### config.mk
export PLATFORM = sky130hd
export DESIGN_NAME = hdd_sd_bridge
export DESIGN_NICKNAME = d
export VERILOG_FILES = /design/src/rtl/hdd_pkg.sv /design/src/rtl/hdd_ack_timer.sv /design/src/rtl/hdd_sd_bridge.sv
export SDC_FILE = /design/constraint.sdc
export NUM_CORES = 1
export LEC_CHECK = 0
export ABC_AREA = 1
export ABC_CLOCK_PERIOD_IN_PS = 4900
export CAP_MARGIN = 20
export CORE_MARGIN = 5
export CORE_UTILIZATION = 33
export DETAILED_ROUTE_END_ITERATION = 10
export GPL_TIMING_DRIVEN = 0
export PLACE_DENSITY_LB_ADDON = 0.3
export SYNTH_ARGS = -nofsm -noshare
export SYNTH_HDL_FRONTEND = slang
export SYNTH_HIERARCHICAL = 1
export SYNTH_SLANG_ARGS = --single-unit
### constraint.sdc
create_clock -name CLK_14M -period 4.9 [get_ports CLK_14M]
set_clock_uncertainty 0.15 [all_clocks]
set_input_delay 0.735 -clock CLK_14M [delete_from_list [all_inputs] [get_ports CLK_14M]]
set_output_delay 0.735 -clock CLK_14M [all_outputs]
set_load 0.02 [all_outputs]
### src/rtl/hdd_pkg.sv
// rtl/hdd_pkg.sv - shared state type and constants for the HDD/SD bridge
package hdd_pkg;

  typedef enum logic [1:0] {
    ST_IDLE,
    ST_REQ,
    ST_XFER,
    ST_FIN
  } hdd_state_t;

  localparam int SECTOR_BYTES = 512;

  // ProDOS status codes kept here for the status register that will report them
  localparam logic [7:0] NO_DEVICE = 8'h28;
  localparam logic [7:0] PROTECT   = 8'h2B;

endpackage

### src/rtl/hdd_ack_timer.sv
// rtl/hdd_ack_timer.sv - saturating ack-wait counter
module hdd_ack_timer #(
  parameter int TIMEOUT_W = 24
) (
  input  logic CLK_14M,
  input  logic RESET,
  input  logic clear,
  input  logic enable,
  output logic expired
);

  localparam logic [TIMEOUT_W-1:0] CNT_MAX  = '1;
  localparam logic [TIMEOUT_W-1:0] CNT_LAST = CNT_MAX - 1'b1;

  logic [TIMEOUT_W-1:0] cnt;

  // count enabled cycles, holding at the maximum
  always_ff @(posedge CLK_14M) begin
    if (RESET || clear) begin
      cnt <= '0;
    end else if (enable && (cnt != CNT_MAX)) begin
      cnt <= cnt + 1'b1;
    end
  end

  // fires on the enabled cycle that completes 2^TIMEOUT_W-1 cycles of waiting
  assign expired = enable && (cnt == CNT_LAST);

endmodule

### src/rtl/hdd_sd_bridge.sv
// rtl/hdd_sd_bridge.sv - HDD single-sector strobes to block-device host port
module hdd_sd_bridge
  import hdd_pkg::*;
#(
  parameter logic [31:0] LBA_OFFSET = 32'd0,
  parameter int          TIMEOUT_W  = 24
) (
  input  logic        CLK_14M,
  input  logic        RESET,
  input  logic        hdd_read,
  input  logic        hdd_write,
  input  logic [15:0] sector,
  input  logic        hdd_mounted,
  input  logic        hdd_protect,
  output logic [8:0]  ram_addr,
  output logic [7:0]  ram_di,
  output logic        ram_we,
  input  logic [7:0]  ram_do,
  output logic [31:0] sd_lba,
  output logic        sd_rd,
  output logic        sd_wr,
  input  logic        sd_ack,
  input  logic [8:0]  sd_buff_addr,
  input  logic [7:0]  sd_buff_dout,
  input  logic        sd_buff_wr,
  output logic [7:0]  sd_buff_din,
  output logic        busy,
  output logic        done,
  output logic        err
);

  hdd_state_t  state, state_n;
  logic        rd_q, wr_q;
  logic        rd_edge, wr_edge;
  logic [15:0] sector_q;
  logic        ack_q, ack_fall;
  logic        dir_rd, req_rd;
  logic        accept, refuse;
  logic [9:0]  byte_cnt;
  logic        tmo, tmo_fire, short_rd;

  hdd_ack_timer #(.TIMEOUT_W(TIMEOUT_W)) u_timer (
    .CLK_14M (CLK_14M),
    .RESET   (RESET),
    .clear   (state != ST_REQ),
    .enable  (state == ST_REQ),
    .expired (tmo)
  );

  assign ack_fall = ack_q && !sd_ack;
  assign tmo_fire = (state == ST_REQ) && !sd_ack && tmo;
  assign short_rd = (state == ST_XFER) && ack_fall && dir_rd && (byte_cnt != 10'(SECTOR_BYTES));

  // register request levels into one-cycle edge strobes; capture sector on the edge
  always_ff @(posedge CLK_14M) begin
    if (RESET) begin
      rd_q     <= 1'b0;
      wr_q     <= 1'b0;
      rd_edge  <= 1'b0;
      wr_edge  <= 1'b0;
      sector_q <= '0;
      ack_q    <= 1'b0;
    end else begin
      rd_q    <= hdd_read;
      wr_q    <= hdd_write;
      rd_edge <= hdd_read && !rd_q;
      wr_edge <= hdd_write && !wr_q;
      if ((hdd_read && !rd_q) || (hdd_write && !wr_q)) begin
        sector_q <= sector;
      end
      ack_q <= sd_ack;
    end
  end

  // state register
  always_ff @(posedge CLK_14M) begin
    if (RESET) begin
      state <= ST_IDLE;
    end else begin
      state <= state_n;
    end
  end

  // next state, request acceptance and the DMA/host steering
  always_comb begin
    state_n     = state;
    accept      = 1'b0;
    refuse      = 1'b0;
    req_rd      = dir_rd;
    busy        = (state != ST_IDLE);
    sd_rd       = 1'b0;
    sd_wr       = 1'b0;
    ram_addr    = '0;
    ram_di      = '0;
    ram_we      = 1'b0;
    sd_buff_din = '0;
    case (state)
      ST_IDLE: begin
        if (rd_edge) begin
          req_rd = 1'b1;
          accept = hdd_mounted;
          refuse = !hdd_mounted;
        end else if (wr_edge) begin
          req_rd = 1'b0;
          accept = hdd_mounted && !hdd_protect;
          refuse = !(hdd_mounted && !hdd_protect);
        end
        if (accept) begin
          state_n = ST_REQ;
        end
      end
      ST_REQ: begin
        sd_rd = dir_rd;
        sd_wr = !dir_rd;
        if (sd_ack) begin
          state_n = ST_XFER;
        end else if (tmo) begin
          state_n = ST_FIN;
        end
      end
      ST_XFER: begin
        ram_addr = sd_buff_addr;
        if (dir_rd) begin
          ram_di = sd_buff_dout;
          ram_we = sd_buff_wr && sd_ack;
        end else begin
          sd_buff_din = ram_do;
        end
        if (ack_fall) begin
          state_n = ST_FIN;
        end
      end
      ST_FIN: begin
        state_n = ST_IDLE;
      end
      default: begin
        state_n = ST_IDLE;
      end
    endcase
  end

  // latch the block address and direction, count bytes, track done/err
  always_ff @(posedge CLK_14M) begin
    if (RESET) begin
      dir_rd   <= 1'b0;
      sd_lba   <= '0;
      err      <= 1'b0;
      done     <= 1'b0;
      byte_cnt <= '0;
    end else begin
      done <= refuse || (state == ST_FIN);
      if (accept) begin
        dir_rd <= req_rd;
        sd_lba <= LBA_OFFSET + {16'h0000, sector_q};
        err    <= 1'b0;
      end
      if (refuse || tmo_fire || short_rd) begin
        err <= 1'b1;
      end
      if (state == ST_FIN) begin
        byte_cnt <= '0;
      end else if (ram_we) begin
        byte_cnt <= byte_cnt + 1'b1;
      end
    end
  end

endmodule
After elaboration in Yosys (flattened, before gate mapping)
Index checks and enable logic that the tools add are counted.

operators by class
  equal/unequal tests = 10
  reductions and logical operators = 31
  mux-type cells = 25
  $add $sub $neg = 2

operators with widths
  cell                   number
  $mux 8                 4
  $add 24x1->24 const B  1
  $eq 24x24->1 const B   1
  $ne 24x24->1 const B   1
  $mux 1                 15
  $logic_and 1x1->1      12
  $add 10x1->10 const B  1
  $ne 10x10->1 const B   1
  $mux 9                 1
  $mux 2                 4
  $pmux 2 s4             1
  $logic_not 1->1        7
  $reduce_and 3->1       2
  $reduce_bool 2->1      3
  $logic_or 1x1->1       5
  $eq 2x2->1 const B     2
  $ne 2x2->1 const B     2
  $ne 3x3->1 const B     1
  $eq 2x1->1 const B     1
  $logic_not 2->1        1
  $ne 2x1->1 const B     1
  $reduce_or 2->1        1

storage, ports and cells
  logic and storage cells = 81
  bits in registers = 76

Logic depth before layout (Yosys ltp)
  depth after elaboration = 9
  depth in mapped cells = 11

By module
The synthesis kept the hierarchy.

modules (own cells, without submodules)
  module         times used  area each (µm²)  cells an instance
  hdd_sd_bridge  1           2555.0           362
  hdd_ack_timer  1           1476.4           228

Worst setup path after synthesis
OpenSTA, ideal clock, no wires.

  path type = reg2out
  from = reg state[0]
  to = out sd_buff_din[0]
  buffers on the path = 1
  data required time = 4015 ps
  cell stages (with the launch flop) = 6
  setup slack = 2691 ps
  arrival = 1324 ps
  cells stage by stage = dfxtp_1 > inv_1 > ha_1 > buf_2 > nand2_1 > nor2_1

on the way
  word-level cells in the longest chain between the ends = 2

RTL lines
  element                 RTL line             source
  start, declared         hdd_sd_bridge.sv:32  hdd_state_t state, state_n;
  start signal, assigned  hdd_sd_bridge.sv:80  state <= state_n;
  $eq 2x2->1              hdd_sd_bridge.sv:97  case (state)
  $mux 8                  hdd_sd_bridge.sv:97
  end, declared           hdd_sd_bridge.sv:26  output logic [7:0] sd_buff_din,

Every way passes these cells.

Final worst setup path
  from = reg state[0]
  to = out sd_buff_din[7]

Same word-level chain as after synthesis.

==> flow_summary.ini <==
[outcome]
outcome = finished, final reports clean

[detailed_routing]
routed.top_layer = met4
detail-route-antenna-nets = 0
routed_wl_um = 10140
drt_drc_violations_left = 0
dr_wl_met3_um = 861
met1_length_um = 4585
met2_wirelength_um = 4564
detailroute.via_count = 3914
dr.pass1.iters = 4
avgViaCountPerCell = 4.535
detail_route.wl_per_cell_um = 11.74
dr.first_iter.drc_count = 175

[synth]
synth-async-reset-ratio = 0
yosysMostFrequentCell = nand2_1
synth_top_area_frac = 0.3774
synth.yosys.seq_area_share = 0.3774
synth_enable_flop_cells = 0
dominantRegCellSynth = dfxtp_1
syn_avg_cell_area_um2 = 6.833
summed_instance_area_of_the_synthesized_netlist_um2 = 4031
yosys_warnings = 6
synthDominantAreaCellType = dfxtp_1
post_synth_most_frequent_cells = nand2_1, nor2_1, dfxtp_1, inv_1
synth_area_leaders = dfxtp_1, nand2_1, nor2_1
cells_after_synthesis = 590
synth_seq_cells = 76
synth_cell_type_count = 34

[final_layout]
antenna-diode-count = 0
area_growth_pct = 37.37
final_layout_size_suffix_gt1_frac = 0.1020
nets = 768
post-route-util = 0.4610
fillCellCount = 1211
seq_area_um2 = 1521
multi_input_comb_area_um2 = 2077

[timing]
finalSetupTns_ns = 0
finalCriticalPeriod_ns = 3.173
crit_share_post_route = 0.6476
worst_slew_pin_slew_ns = 0.7455
slew_headroom = 0.5030
setup_viol_count_final = 0
report.final.hold_viol_count = 0
max_slew_violation_count = 0
unrepaired_setup_endpoints_after_global_routing = no
achievable-frequency_ghz = 0.3152

[clocking]
ctsRootBufferMaster = clkbuf_16
cts.hold.buffers_added = 0
cts-buffers-inserted = 9
postCtsResizedCells = 0
clkLatencyLatePin_ns = 0.33
htreeDepth = 3
cts_tree = done
clock_path_buffers = 2
post-cts-setup-buffer-count = 0
cts.reportedPaths.clkPinSlew_ns = 0.07
numClockSinks = 76

[place]
port-buffer-count = 95
detail_placement_hpwl_um = 8069
finalWeightedCongestion = 0.8346

[floorplan]
core_region_area_um2 = 12010
initial_core_util = 0.3356
die_h_um = 120.5
num_rows = 40
fp.dieW_um = 120.5
io_pins = 112
die_area_um2 = 14530

[worst_setup_path]
timing.critical_path.arrival_ns = 2.29
timing.critical_path.required_ns = 4.01
startpoint_type = flip-flop
critPathKind = reg -> out
worst_setup_path_end_kind = output port
cp_max_fo = 10

[grt]
globalRoute.totalOverflow = 0
antenna_violations_before_repair = 0
grt_pass1_vias = 3765
grt_max_degree = 17
grt_pass1_wl_um = 16970
globalRouteTotalUtil = 0.1422

[worst_hold_path]
holdCritPathClass = reg -> reg

[pwr]
p_per_area_nw_per_um2 = 346.2
ir_drop_worst_vdd_v = 0.0001702
power_leakage_nw = 2.248

[job]
maxCapViolations = 0
==> critical path, cell delays in order, from the launching register on <==
cell,delay [ns]
dfxtp_1,0.34
inv_1,0.11
ha_1,0.30
buf_2,0.25
nand2_1,0.20
nor2_1,0.14
clkdlybuf4s50_1,0.62
==> power by group <==
group	internal [mW]	switching, mW
Combinational	0.209	0.342
Sequential	0.649	0.0222
Clock	0.410	0.285
==> worst paths after layout <==
check                         to  cells after the start       from  slack, ns
setup / recovery  sd_buff_din[7]                      6   state[0]       1.73
setup reg to reg  u_timer/cnt[2]                      7   state[1]       2.31
hold reg to reg        sd_lba[9]                      2  sd_lba[9]       0.31
hold / removal         sd_lba[9]                      2  sd_lba[9]       0.31
==> through the flow <==
stage                     total power, mW  std cells  hold WS [ns]  worst slack (ns)  cell area, um2
after floorplan                     1.037        605        0.2862             2.691            4088
after global placement              1.231        847        0.2948             1.767            5223
after detailed placement            1.241        847        0.3012             1.765            5223
after CTS                           1.935        863        0.3173             1.690            5538
after global routing                2.021        863        0.3518             1.524            5538
final                               1.917        863        0.3142             1.727            5538
==> registers in the layout, summed over array words and instances (netlist names) <==
name         cells
ack_q            1
byte_cnt        10
dir_rd           1
done             1
err              1
rd_edge          1
rd_q             1
sd_lba          16
sector_q        16
state            2
u_timer/cnt     24
wr_edge          1
wr_q             1
==> layout make-up <==
class                      instances  area share
timing repair buffer              95      0.1717
inverter                          69     0.04677
clock buffer                       9     0.04067
buffer                            31     0.04157
multi-input combinational        429      0.3751
sequential                        76      0.2747
tap                              147     0.03321
clock inverter                     7     0.01627
==> routing by layer <==
layer / vias to the layer above / global-route usage
li1: 2065 / -
met1: 1715 / 0.1751
met2: 125 / 0.2386
met3: 9 / 0.04163
met4: 0 / 0.04603
met5: - / 0
==> layout by cell type (no fill, tap or decap), drive strengths merged, types with 16 or more instances in the layout <==
cell type / netlist / layout
nand2: 139 / 139
nor2: 123 / 123
clkdlybuf4s50: 0 / 95
dfxtp: 76 / 76
inv: 69 / 74
a21oi: 45 / 45
nand3: 38 / 38
o21ai: 28 / 28
buf: 27 / 27
conb: 1 / 16
==> cell families after synthesis <==
| kind of cell | after synthesis | share of synthesized area |
|---|---|---|
| DFF | 76 | 0.3774 |
| other | 1 | 0.0009302 |
| and+or+nand+nor | 321 | 0.3526 |
| adders and majority gates | 8 | 0.02483 |
| xor gates and xnor gates | 11 | 0.02390 |
| buffers and inverters | 100 | 0.1213 |
| AOI/OAI and AO/OA | 73 | 0.09901 |
No activity file was read; power rests on OpenSTA's default activity.
